### src/rtl/mmss_display_pkg.sv
// Shared constants and types for the MM.SS 7-segment display driver.
// Segment codes are active-low, bit order {g,f,e,d,c,b,a}.
package mmss_display_pkg;

  localparam logic [6:0] SEG_BLANK = 7'h7F;
  localparam logic [3:0] AN_OFF    = 4'b1111;

  localparam logic [6:0] SEG_LUT [10] = '{
    7'h40, 7'h79, 7'h24, 7'h30, 7'h19,
    7'h12, 7'h02, 7'h78, 7'h00, 7'h10
  };

  typedef logic [1:0] digit_idx_t;

  // Digit to segment code; anything outside 0..9 shows as blank.
  function automatic logic [6:0] seg_of(input logic [3:0] d);
    return (d <= 4'd9) ? SEG_LUT[d] : SEG_BLANK;
  endfunction

endpackage

### src/rtl/mmss_bcd_split.sv
// Binary 0..127 to two BCD digits, saturating at 99.
module mmss_bcd_split (
  input  logic [6:0] bin,
  output logic [3:0] tens,
  output logic [3:0] ones
);

  logic [6:0] clamped;

  // Saturate, then split into tens/ones by constant division.
  always_comb begin
    clamped = (bin > 7'd99) ? 7'd99 : bin;
    tens    = 4'(clamped / 7'd10);
    ones    = 4'(clamped % 7'd10);
  end

endmodule

### src/rtl/mmss_display_driver.sv
// Four-digit common-anode multiplexed display showing MM.SS.
// Optional feature macro: MMSS_DISPLAY_BLINK_EN blinks the display while the
// captured time is 00:00.
module mmss_display_driver
  import mmss_display_pkg::*;
#(
  parameter int SCAN_DIV  = 100000,
  parameter int BLINK_DIV = 50000000
) (
  input  logic       clk,
  input  logic       reset,
  input  logic       enable,
  input  logic [6:0] minutes,
  input  logic [6:0] seconds,
  output logic [3:0] an,
  output logic [6:0] seg,
  output logic       dp
);

  localparam int PW = (SCAN_DIV > 2) ? $clog2(SCAN_DIV) : 1;

  if (SCAN_DIV < 2 || BLINK_DIV < 2) begin : g_param_check
    $error("mmss_display_driver: SCAN_DIV and BLINK_DIV must be >= 2");
  end

  logic [PW-1:0] presc;
  digit_idx_t    idx;
  logic [6:0]    snap_min, snap_sec;
  logic [6:0]    snap_min_n, snap_sec_n;
  logic          active;
  logic          presc_tc;
  logic          frame_start;
  logic          blank_all;

  logic [3:0] min_tens, min_ones, sec_tens, sec_ones;
  logic [3:0] an_n;
  logic [6:0] seg_n;
  logic       dp_n;

  assign presc_tc    = (presc == PW'(SCAN_DIV - 1));
  // A frame begins whenever digit 0 starts with a fresh prescaler, which also
  // covers the first enabled cycle since both are held at zero while disabled.
  assign frame_start = enable && (idx == 2'd0) && (presc == '0);

  // The capture value is forwarded so the first digit-0 cycle of a frame
  // already shows the new snapshot.
  assign snap_min_n = frame_start ? minutes : snap_min;
  assign snap_sec_n = frame_start ? seconds : snap_sec;

  mmss_bcd_split u_split_min (.bin(snap_min_n), .tens(min_tens), .ones(min_ones));
  mmss_bcd_split u_split_sec (.bin(snap_sec_n), .tens(sec_tens), .ones(sec_ones));

  // Scan prescaler, digit index, frame snapshot and enable history.
  always_ff @(posedge clk or negedge reset) begin
    if (!reset) begin
      presc    <= '0;
      idx      <= 2'd0;
      snap_min <= 7'd0;
      snap_sec <= 7'd0;
      active   <= 1'b0;
    end else begin
      active <= enable;
      if (!enable) begin
        presc <= '0;
        idx   <= 2'd0;
      end else begin
        snap_min <= snap_min_n;
        snap_sec <= snap_sec_n;
        if (presc_tc) begin
          presc <= '0;
          idx   <= idx + 2'd1;
        end else begin
          presc <= presc + PW'(1);
        end
      end
    end
  end

`ifdef MMSS_DISPLAY_BLINK_EN
  localparam int BW = (BLINK_DIV > 2) ? $clog2(BLINK_DIV) : 1;
  logic [BW-1:0] blink_cnt;
  logic          blink;

  // Blink half-period timer; restarts dark-free whenever the display is off.
  always_ff @(posedge clk or negedge reset) begin
    if (!reset) begin
      blink_cnt <= '0;
      blink     <= 1'b0;
    end else if (!enable) begin
      blink_cnt <= '0;
      blink     <= 1'b0;
    end else if (blink_cnt == BW'(BLINK_DIV - 1)) begin
      blink_cnt <= '0;
      blink     <= ~blink;
    end else begin
      blink_cnt <= blink_cnt + BW'(1);
    end
  end

  assign blank_all = blink && (snap_min_n == 7'd0) && (snap_sec_n == 7'd0);
`else
  assign blank_all = 1'b0;
`endif

  // Next pin values for the current digit index.
  always_comb begin
    an_n  = ~(4'b0001 << idx);
    seg_n = SEG_BLANK;
    dp_n  = 1'b1;
    unique case (idx)
      2'd0: seg_n = seg_of(sec_ones);
      2'd1: seg_n = seg_of(sec_tens);
      2'd2: begin
        seg_n = seg_of(min_ones);
        dp_n  = 1'b0;
      end
      2'd3: seg_n = (min_tens == 4'd0) ? SEG_BLANK : seg_of(min_tens);
      default: seg_n = SEG_BLANK;
    endcase
  end

  // Pins update together on one edge so no anode sees a stale segment pattern.
  always_ff @(posedge clk or negedge reset) begin
    if (!reset) begin
      an  <= AN_OFF;
      seg <= SEG_BLANK;
      dp  <= 1'b1;
    end else if (!enable || !active) begin
      an  <= AN_OFF;
      seg <= SEG_BLANK;
      dp  <= 1'b1;
    end else begin
      an  <= blank_all ? AN_OFF : an_n;
      seg <= seg_n;
      dp  <= dp_n;
    end
  end

endmodule

### config.mk
export PLATFORM = sky130hd
export DESIGN_NAME = mmss_display_driver
export DESIGN_NICKNAME = d
export VERILOG_FILES = /design/src/rtl/mmss_display_pkg.sv /design/src/rtl/mmss_bcd_split.sv /design/src/rtl/mmss_display_driver.sv
export SDC_FILE = /design/constraint.sdc
export NUM_CORES = 1
export LEC_CHECK = 0
export ABC_AREA = 1
export BUFFER_PORTS_ARGS = -buffer_cell sky130_fd_sc_hd__buf_4
export CAP_MARGIN = 40
export CORE_MARGIN = 4
export CORE_UTILIZATION = 60
export CTS_CLUSTER_DIAMETER = 200
export CTS_CLUSTER_SIZE = 24
export DETAILED_ROUTE_END_ITERATION = 12
export GPL_TIMING_DRIVEN = 0
export PLACE_DENSITY = 0.78
export SETUP_SLACK_MARGIN = 0.4
export SYNTH_ARGS = -nofsm -noshare
export SYNTH_HDL_FRONTEND = slang
export SYNTH_SLANG_ARGS = --single-unit
### constraint.sdc
create_clock -name clk -period 5.7 [get_ports clk]
set_clock_uncertainty 0.15 [all_clocks]
set_input_delay 1.425 -clock clk [delete_from_list [all_inputs] [get_ports clk]]
set_output_delay 1.425 -clock clk [all_outputs]
set_load 0.02 [all_outputs]
==> qor.csv, run 1 <==
stage,metric,value,unit
sta,rsz0062_at_grt,true,
routing,wirelength,13.4,mm
sta,fin_tns_setup,0,ns
sta,finalMaxSlewViolations,0,
synth,syn_nets,665,
clocking,cts_max_level,2,
critical_path,critPathRequiredTime,5.78,ns
synth,synth_flop_cell,dfrtp_1,
global_routing,antenna_found_initial,0,
clocking,path_clk_slew,0.10,ns
final_layout,fillers,372,
clocking,cts_buffers,5,
floorplanning,chipWidth,92.0,um
critical_path,start_kind,input port,
floorplanning,core,6830,um2
global_routing,grt_pass1_wl,20.0,mm
synth,synthCells,615,
clocking,cts_tree,done,
synth,synthTopCellsByCount,"166 x nand2_1, 98 x inv_1, 56 x nor2_1, 39 x nand3_1, 34 x dfrtp_1",
clocking,cts-root-buf,clkbuf_8,
synth,synth_area_leaders,"dfrtp_1 20%, nand2_1 15%, ha_1 9.8%, inv_1 8.7%, dfstp_2 6.8%",
floorplanning,dieHeight,92.0,um
final_layout,syn_to_final_growth,39.6,%
sta,tightest_slew,0.585,ns
global_routing,grt_util_all_layers,28.8,%
critical_path,crit_top_cell,nand2_4,
routing,vias_per_cell,5.54,
floorplanning,initial_core_util,61.9,%
routing,initialDrtViolationCount,345,
critical_path,worstSetupPathType,in -> reg,
final_layout,layout-drive-gt1-share,42.3,%
clocking,clk_path_buf_depth,2,
routing,drt_first_pass_iters,5,
synth,synthDominantCellAreaShare,20.1,%
sta,fin_crit_sh,99.3,%
routing,ant_nets,0,
critical_path,cpMaxStageDelayCell,nor2_8,
status,status,"complete, no violations",
floorplanning,dieArea,8460,um2
sta,postLayoutSetupSlackWorst,0.0413,ns
final_layout,multi_input_area,3170,um2
sta,setup_viol,0,
synth,ys_ff_latch,45,
global_routing,grt_pass1_vias,4422,
critical_path,cp_max_fo,6,
floorplanning,rows,30,
final_layout,ff_latch_area,1140,um2
critical_path,cp_data_arrival_time,5.74,ns
global_routing,grt_max_degree,46,
routing,wl_per_cell,16.1,um
synth,synth_area,4230,um2
placement,portBuffers,28,
synth,ys.warnings.count,0,
synth,synth-edff-count,0,
synth,async_flop_share,100,%
routing,num_vias,4623,
placement,dpl_worst_slack,-0.669,ns
final_layout,diodes,0,
critical_path,cp_slowest_stage_delay,0.20,ns
final_layout,fin_nets,787,
global_routing,overflow,0,
clocking,clock_latency,0.31,ns
synth,syn_area_per_cell,6.88,um2
placement,place_hpwl,7.42,mm
floorplanning,pin_count,29,
synth,yosysUniqueCellTypes,46,
sta,layout_min_cycle_time,5.66,ns
sta,slew-limit-headroom,61.0,%
placement,gp_routability_congestion,0.877,
critical_path,critPathCaptureType,flip-flop,
synth,ys_seq_area_share,27.0,%
synth,synth.most_common_cell,nand2_1,
sta,hold_viol,0,
synth,yosysTopAreaCell,dfrtp_1,
sta,maxClockFrequency,177,MHz
routing,route.detailed.drc,0,
job,maxCapViolCount,0,
worst_hold_path,min_path_type,reg -> reg,
clocking,cts.sinks,45,
final cells by class:
cell class,count,share of cell area [%]
repair buffers,114,14.9
plain buffers,6,0.890
clock buffers,6,1.23
inverters,111,7.65
flip-flops and latches,45,19.3
multi-input cells,454,53.7
well taps,96,2.04
clock inverters,2,0.276
flip-flops by register name (all words and copies together) (netlist names):
signal and flops:
idx 2, dp 1, snap_sec 7, presc 17
seg 7, an 3, active 1, snap_min 7
repair_timing:
item | CTS | global route
gates cloned | 1 | 0
hold buffers | 0 | 0
pin swaps | 70 | 25
endpoints found under the setup margin | 7 | 7
gates resized for setup | 81 | 34
buffers inserted | 67 | 19
worst max-delay path: cells and delay by family:
family,cells,cell delay [ns]
simple gates,21,2.19
compound gates,4,0.56
fa+ha+maj,2,0.30
buf+inv,13,1.23
placed cells by master, fill, tap and decap left out, types with 9 or more instances in the layout:
cell type  synthesis  final
inv_2             13     20
a21oi_1           21     16
ha_1              33     20
ha_4               0     10
nand3_2            7     13
inv_1             98     82
dfstp_2           11     11
buf_4              1    113
nand2_2           19     38
o21ai_0           23     11
dfrtp_1           34     34
o21ai_1            3      9
nand2_4           14     33
nor2_1            56     52
nor3_1            10     10
nand2_1          166    126
nand3_1           39     31
routing by layer:
metal  track usage [%]  routed length (um)  vias up
met5                 0                   0        -
met4              9.53                 542        0
met3              3.77                 802       64
met2              52.9                6830      234
met1              34.6                5230     2154
li1                  -                   -     2171
cell families (layout without fill, tap and decap cells):
group,count (synthesis),in the layout,synth area share [%]
AO/OA/AOI/OAI,68,68,10.5
buffers and inverters,117,239,10.9
AND/OR/NAND/NOR,347,348,40.8
XOR/XNOR,5,5,1.04
adder cells (fa/ha/maj),33,33,9.76
flip-flops,45,45,27.0
per-stage QoR:
| step | util (%) | hold WS, ns | std cells | instance area, um2 |
|---|---|---|---|---|
| 2_1_floorplan | - | 0.282 | 615 | 4390 |
| 3_3_place_gp | 69.2 | 0.299 | 739 | 4720 |
| 3_5_place_dp | 69.2 | 0.350 | 739 | 4720 |
| 4_1_cts | 82.5 | 0.366 | 815 | 5630 |
| 5_1_grt | 86.4 | 0.375 | 834 | 5900 |
| 6_report | 86.4 | 0.377 | 834 | 5900 |
path summary, 6_finish.rpt:
path	cells after the start	slack (ns)	to	start
setup / recovery	40	0.04	seg[4]$_DFF_PN1_	enable
hold / removal	1	0.38	presc[0]$_DFF_PN0_	presc[0]$_DFF_PN0_
setup reg to reg	41	0.15	seg[4]$_DFF_PN1_	idx[0]$_DFFE_PN0P_
hold reg to reg	1	0.38	presc[0]$_DFF_PN0_	presc[0]$_DFF_PN0_
max in group asynchronous	1	4.03	an[3]$_DFF_PN1_	reset
min in group asynchronous	1	0.96	presc[12]$_DFF_PN0_	reset
Power of run 1 is not shown: default switching activity piles up to over one toggle a cycle in this logic, so the estimate is an artifact.
==> run 2, diff against run 1 <==
clock period = 6.55 ns   (was 5.7 ns; I/O delays follow)
==> qor.csv, run 2 (synthesized netlist as in run 1, its figures left out) <==
stage,metric,value,unit,change
floorplanning,dieHeight,92.0,um,unchanged
global_routing,grt_util_all_layers,22.5,%,was 28.8%
sta,fin_tns_setup,0,ns,unchanged
routing,wl_per_cell,13.1,um,was 16.1 um
routing,vias_per_cell,5.17,,was 5.54
routing,drt_first_pass_iters,5,,unchanged
critical_path,rrSetupSlack,1.11,ns,was 0.15 ns
final_layout,layout-drive-gt1-share,33.8,%,was 42.3%
sta,slew-limit-headroom,61.6,%,was 61.0%
sta,layout_min_cycle_time,6.00,ns,
critical_path,start_kind,input port,,unchanged
sta,rsz0062_at_grt,false,,was true
final_layout,final_area,5370,um2,was 5900 um2
floorplanning,core,6830,um2,unchanged
critical_path,rr_endpoint,seg[2]$_DFF_PN1_,,was seg[4]$_DFF_PN1_
clocking,clock_latency,0.31,ns,about the same
global_routing,overflow,0,,unchanged
final_layout,final_cell_mix,"133 x nand2_1, 90 x inv_1, 70 x buf_4",,"was 126 x nand2_1, 113 x buf_4, 82 x inv_1"
critical_path,cpMaxStageDelayCell,a21oi_4,,was nor2_8
critical_path,cp_slowest_stage_delay,0.19,ns,was 0.20 ns
clocking,cts_tree,done,,unchanged
routing,route.detailed.drc,0,,unchanged
critical_path,critPathRequiredTime,6.63,ns,was 5.78 ns
global_routing,grt_pass1_vias,3816,,"was 4,422"
global_routing,grt_pass1_wl,16.1,mm,was 20.0 mm
critical_path,crit_top_cell,nand2_4,,unchanged
critical_path,r2r_cells,44,,was 41
final_layout,fin_nets,744,,was 787
floorplanning,rows,30,,unchanged
final_layout,regMostFlops,presc,,unchanged
sta,hold_viol,0,,unchanged
clocking,clk_path_buf_depth,2,,unchanged
critical_path,cp_data_arrival_time,6.08,ns,was 5.74 ns
status,status,"complete, no violations",,unchanged
routing,initialDrtViolationCount,135,,was 345
floorplanning,dieArea,8460,um2,unchanged
final_layout,fillers,502,,was 372
clocking,cts_max_level,2,,unchanged
final_layout,final_util,78.6,%,was 86.4%
clocking,cts.sinks,45,,unchanged
worst_hold_path,min_path_type,reg -> reg,,unchanged
clocking,hold_buffers,0,,unchanged
critical_path,critPathCaptureType,flip-flop,,unchanged
global_routing,grt_max_degree,46,,unchanged
floorplanning,chipWidth,92.0,um,unchanged
sta,setup_viol,0,,unchanged
placement,portBuffers,28,,unchanged
final_layout,largest_reg_flops,17,,unchanged
sta,maxClockFrequency,167,MHz,
clocking,path_clk_slew,0.10,ns,about the same
final_layout,layout_commonest_cell,nand2_1,,unchanged
sta,tightest_slew,0.576,ns,was 0.585 ns
critical_path,critical_path.endpoint,seg[2]$_DFF_PN1_,,was seg[4]$_DFF_PN1_
critical_path,cp_max_fo,7,,was 6
critical_path,cp-startpoint,enable,,unchanged
final_layout,syn_to_final_growth,26.9,%,was 39.6%
clocking,cts_buffers,5,,unchanged
job,maxCapViolCount,0,,unchanged
placement,gp_routability_congestion,0.920,,was 0.877
final_layout,diodes,0,,unchanged
global_routing,antenna_found_initial,0,,unchanged
floorplanning,pin_count,29,,unchanged
sta,finalMaxSlewViolations,0,,unchanged
routing,ant_nets,0,,unchanged
routing,num_vias,4092,,"was 4,623"
placement,placed_cell_area,4560,um2,was 4720 um2
routing,wirelength,10.3,mm,was 13.4 mm
sta,fin_crit_sh,91.6,%,
placement,place_hpwl,7.08,mm,was 7.42 mm
sta,whs,0.322,ns,was 0.377 ns
critical_path,worstSetupPathType,in -> reg,,unchanged
final_layout,ff_latch_area,1140,um2,unchanged
final_layout,multi_input_area,2950,um2,was 3170 um2
floorplanning,initial_core_util,61.9,%,unchanged
clocking,cts-root-buf,clkbuf_8,,unchanged
critical_path,r2r_start,idx[0]$_DFFE_PN0P_,,unchanged
==> run 2: cell types whose count changed in the layout (fill, tap and decap cells not counted), moves of 5 or more <==
| cell | previous run | this run |
|---|---|---|
| buf_4 | 113 | 70 |
| nand2_4 | 33 | 20 |
| inv_1 | 82 | 90 |
| ha_1 | 20 | 27 |
| nand2_1 | 126 | 133 |
| ha_4 | 10 | 4 |
| inv_2 | 20 | 15 |
==> run 2: worst max-delay path: cells and delay by family <==
family          cells  cell delay, ns
simple gates       23            2.18
fa+ha+maj           4            0.62
buf+inv            10            0.82
compound gates      6            0.79
==> run 2: timing repair <==
item / CTS / global route
setup endpoints to repair: 7 / 7
setup buffers: 17 / 27
gates cloned: 0 / 0
pin swaps: 14 / 45
resized for setup: 25 / 80
==> run 2: layout make-up <==
cell class | count | area share (%)
Inverter | 111 | 8.09
Tap cell | 96 | 2.24
Sequential cell | 45 | 21.2
Buffer | 6 | 0.979
Timing Repair Buffer | 72 | 10.4
Clock inverter | 3 | 0.933
Multi-Input combinational cell | 453 | 54.9
Clock buffer | 5 | 1.28
==> run 2: stage by stage <==
| stage | instances | setup slack, ns |
|---|---|---|
| after floorplan | 615 | 0.508 |
| after global placement | 739 | -0.369 |
| after detailed placement | 739 | -0.483 |
| after CTS | 764 | 0.418 |
| after global routing | 791 | 0.224 |
| final | 791 | 0.551 |
==> run 2: layer usage <==
metal	GRT usage (%)	part of all wire [%]	vias to the layer above	wire length [um]
met5	0	0	-	0
met4	6.31	1.7	0	181
met3	3.04	3.2	16	330
met2	40.0	51	86	5290
met1	28.5	44	1910	4540
li1	-	-	2080	-
==> run 2: worst min path at each step <==
stage / from / endpoint / slack, ns / depth (start not counted)
2_1_floorplan: presc[0]$_DFF_PN0_ / presc[0]$_DFF_PN0_ / 0.28 / 1
3_3_place_gp: presc[0]$_DFF_PN0_ / presc[0]$_DFF_PN0_ / 0.30 / 1
3_5_place_dp: presc[0]$_DFF_PN0_ / presc[0]$_DFF_PN0_ / 0.31 / 1
4_1_cts: presc[0]$_DFF_PN0_ / presc[0]$_DFF_PN0_ / 0.33 / 1
5_1_grt: presc[0]$_DFF_PN0_ / presc[0]$_DFF_PN0_ / 0.37 / 1
6_report: presc[0]$_DFF_PN0_ / presc[0]$_DFF_PN0_ / 0.32 / 1
Power of run 2 is left out for the same reason.
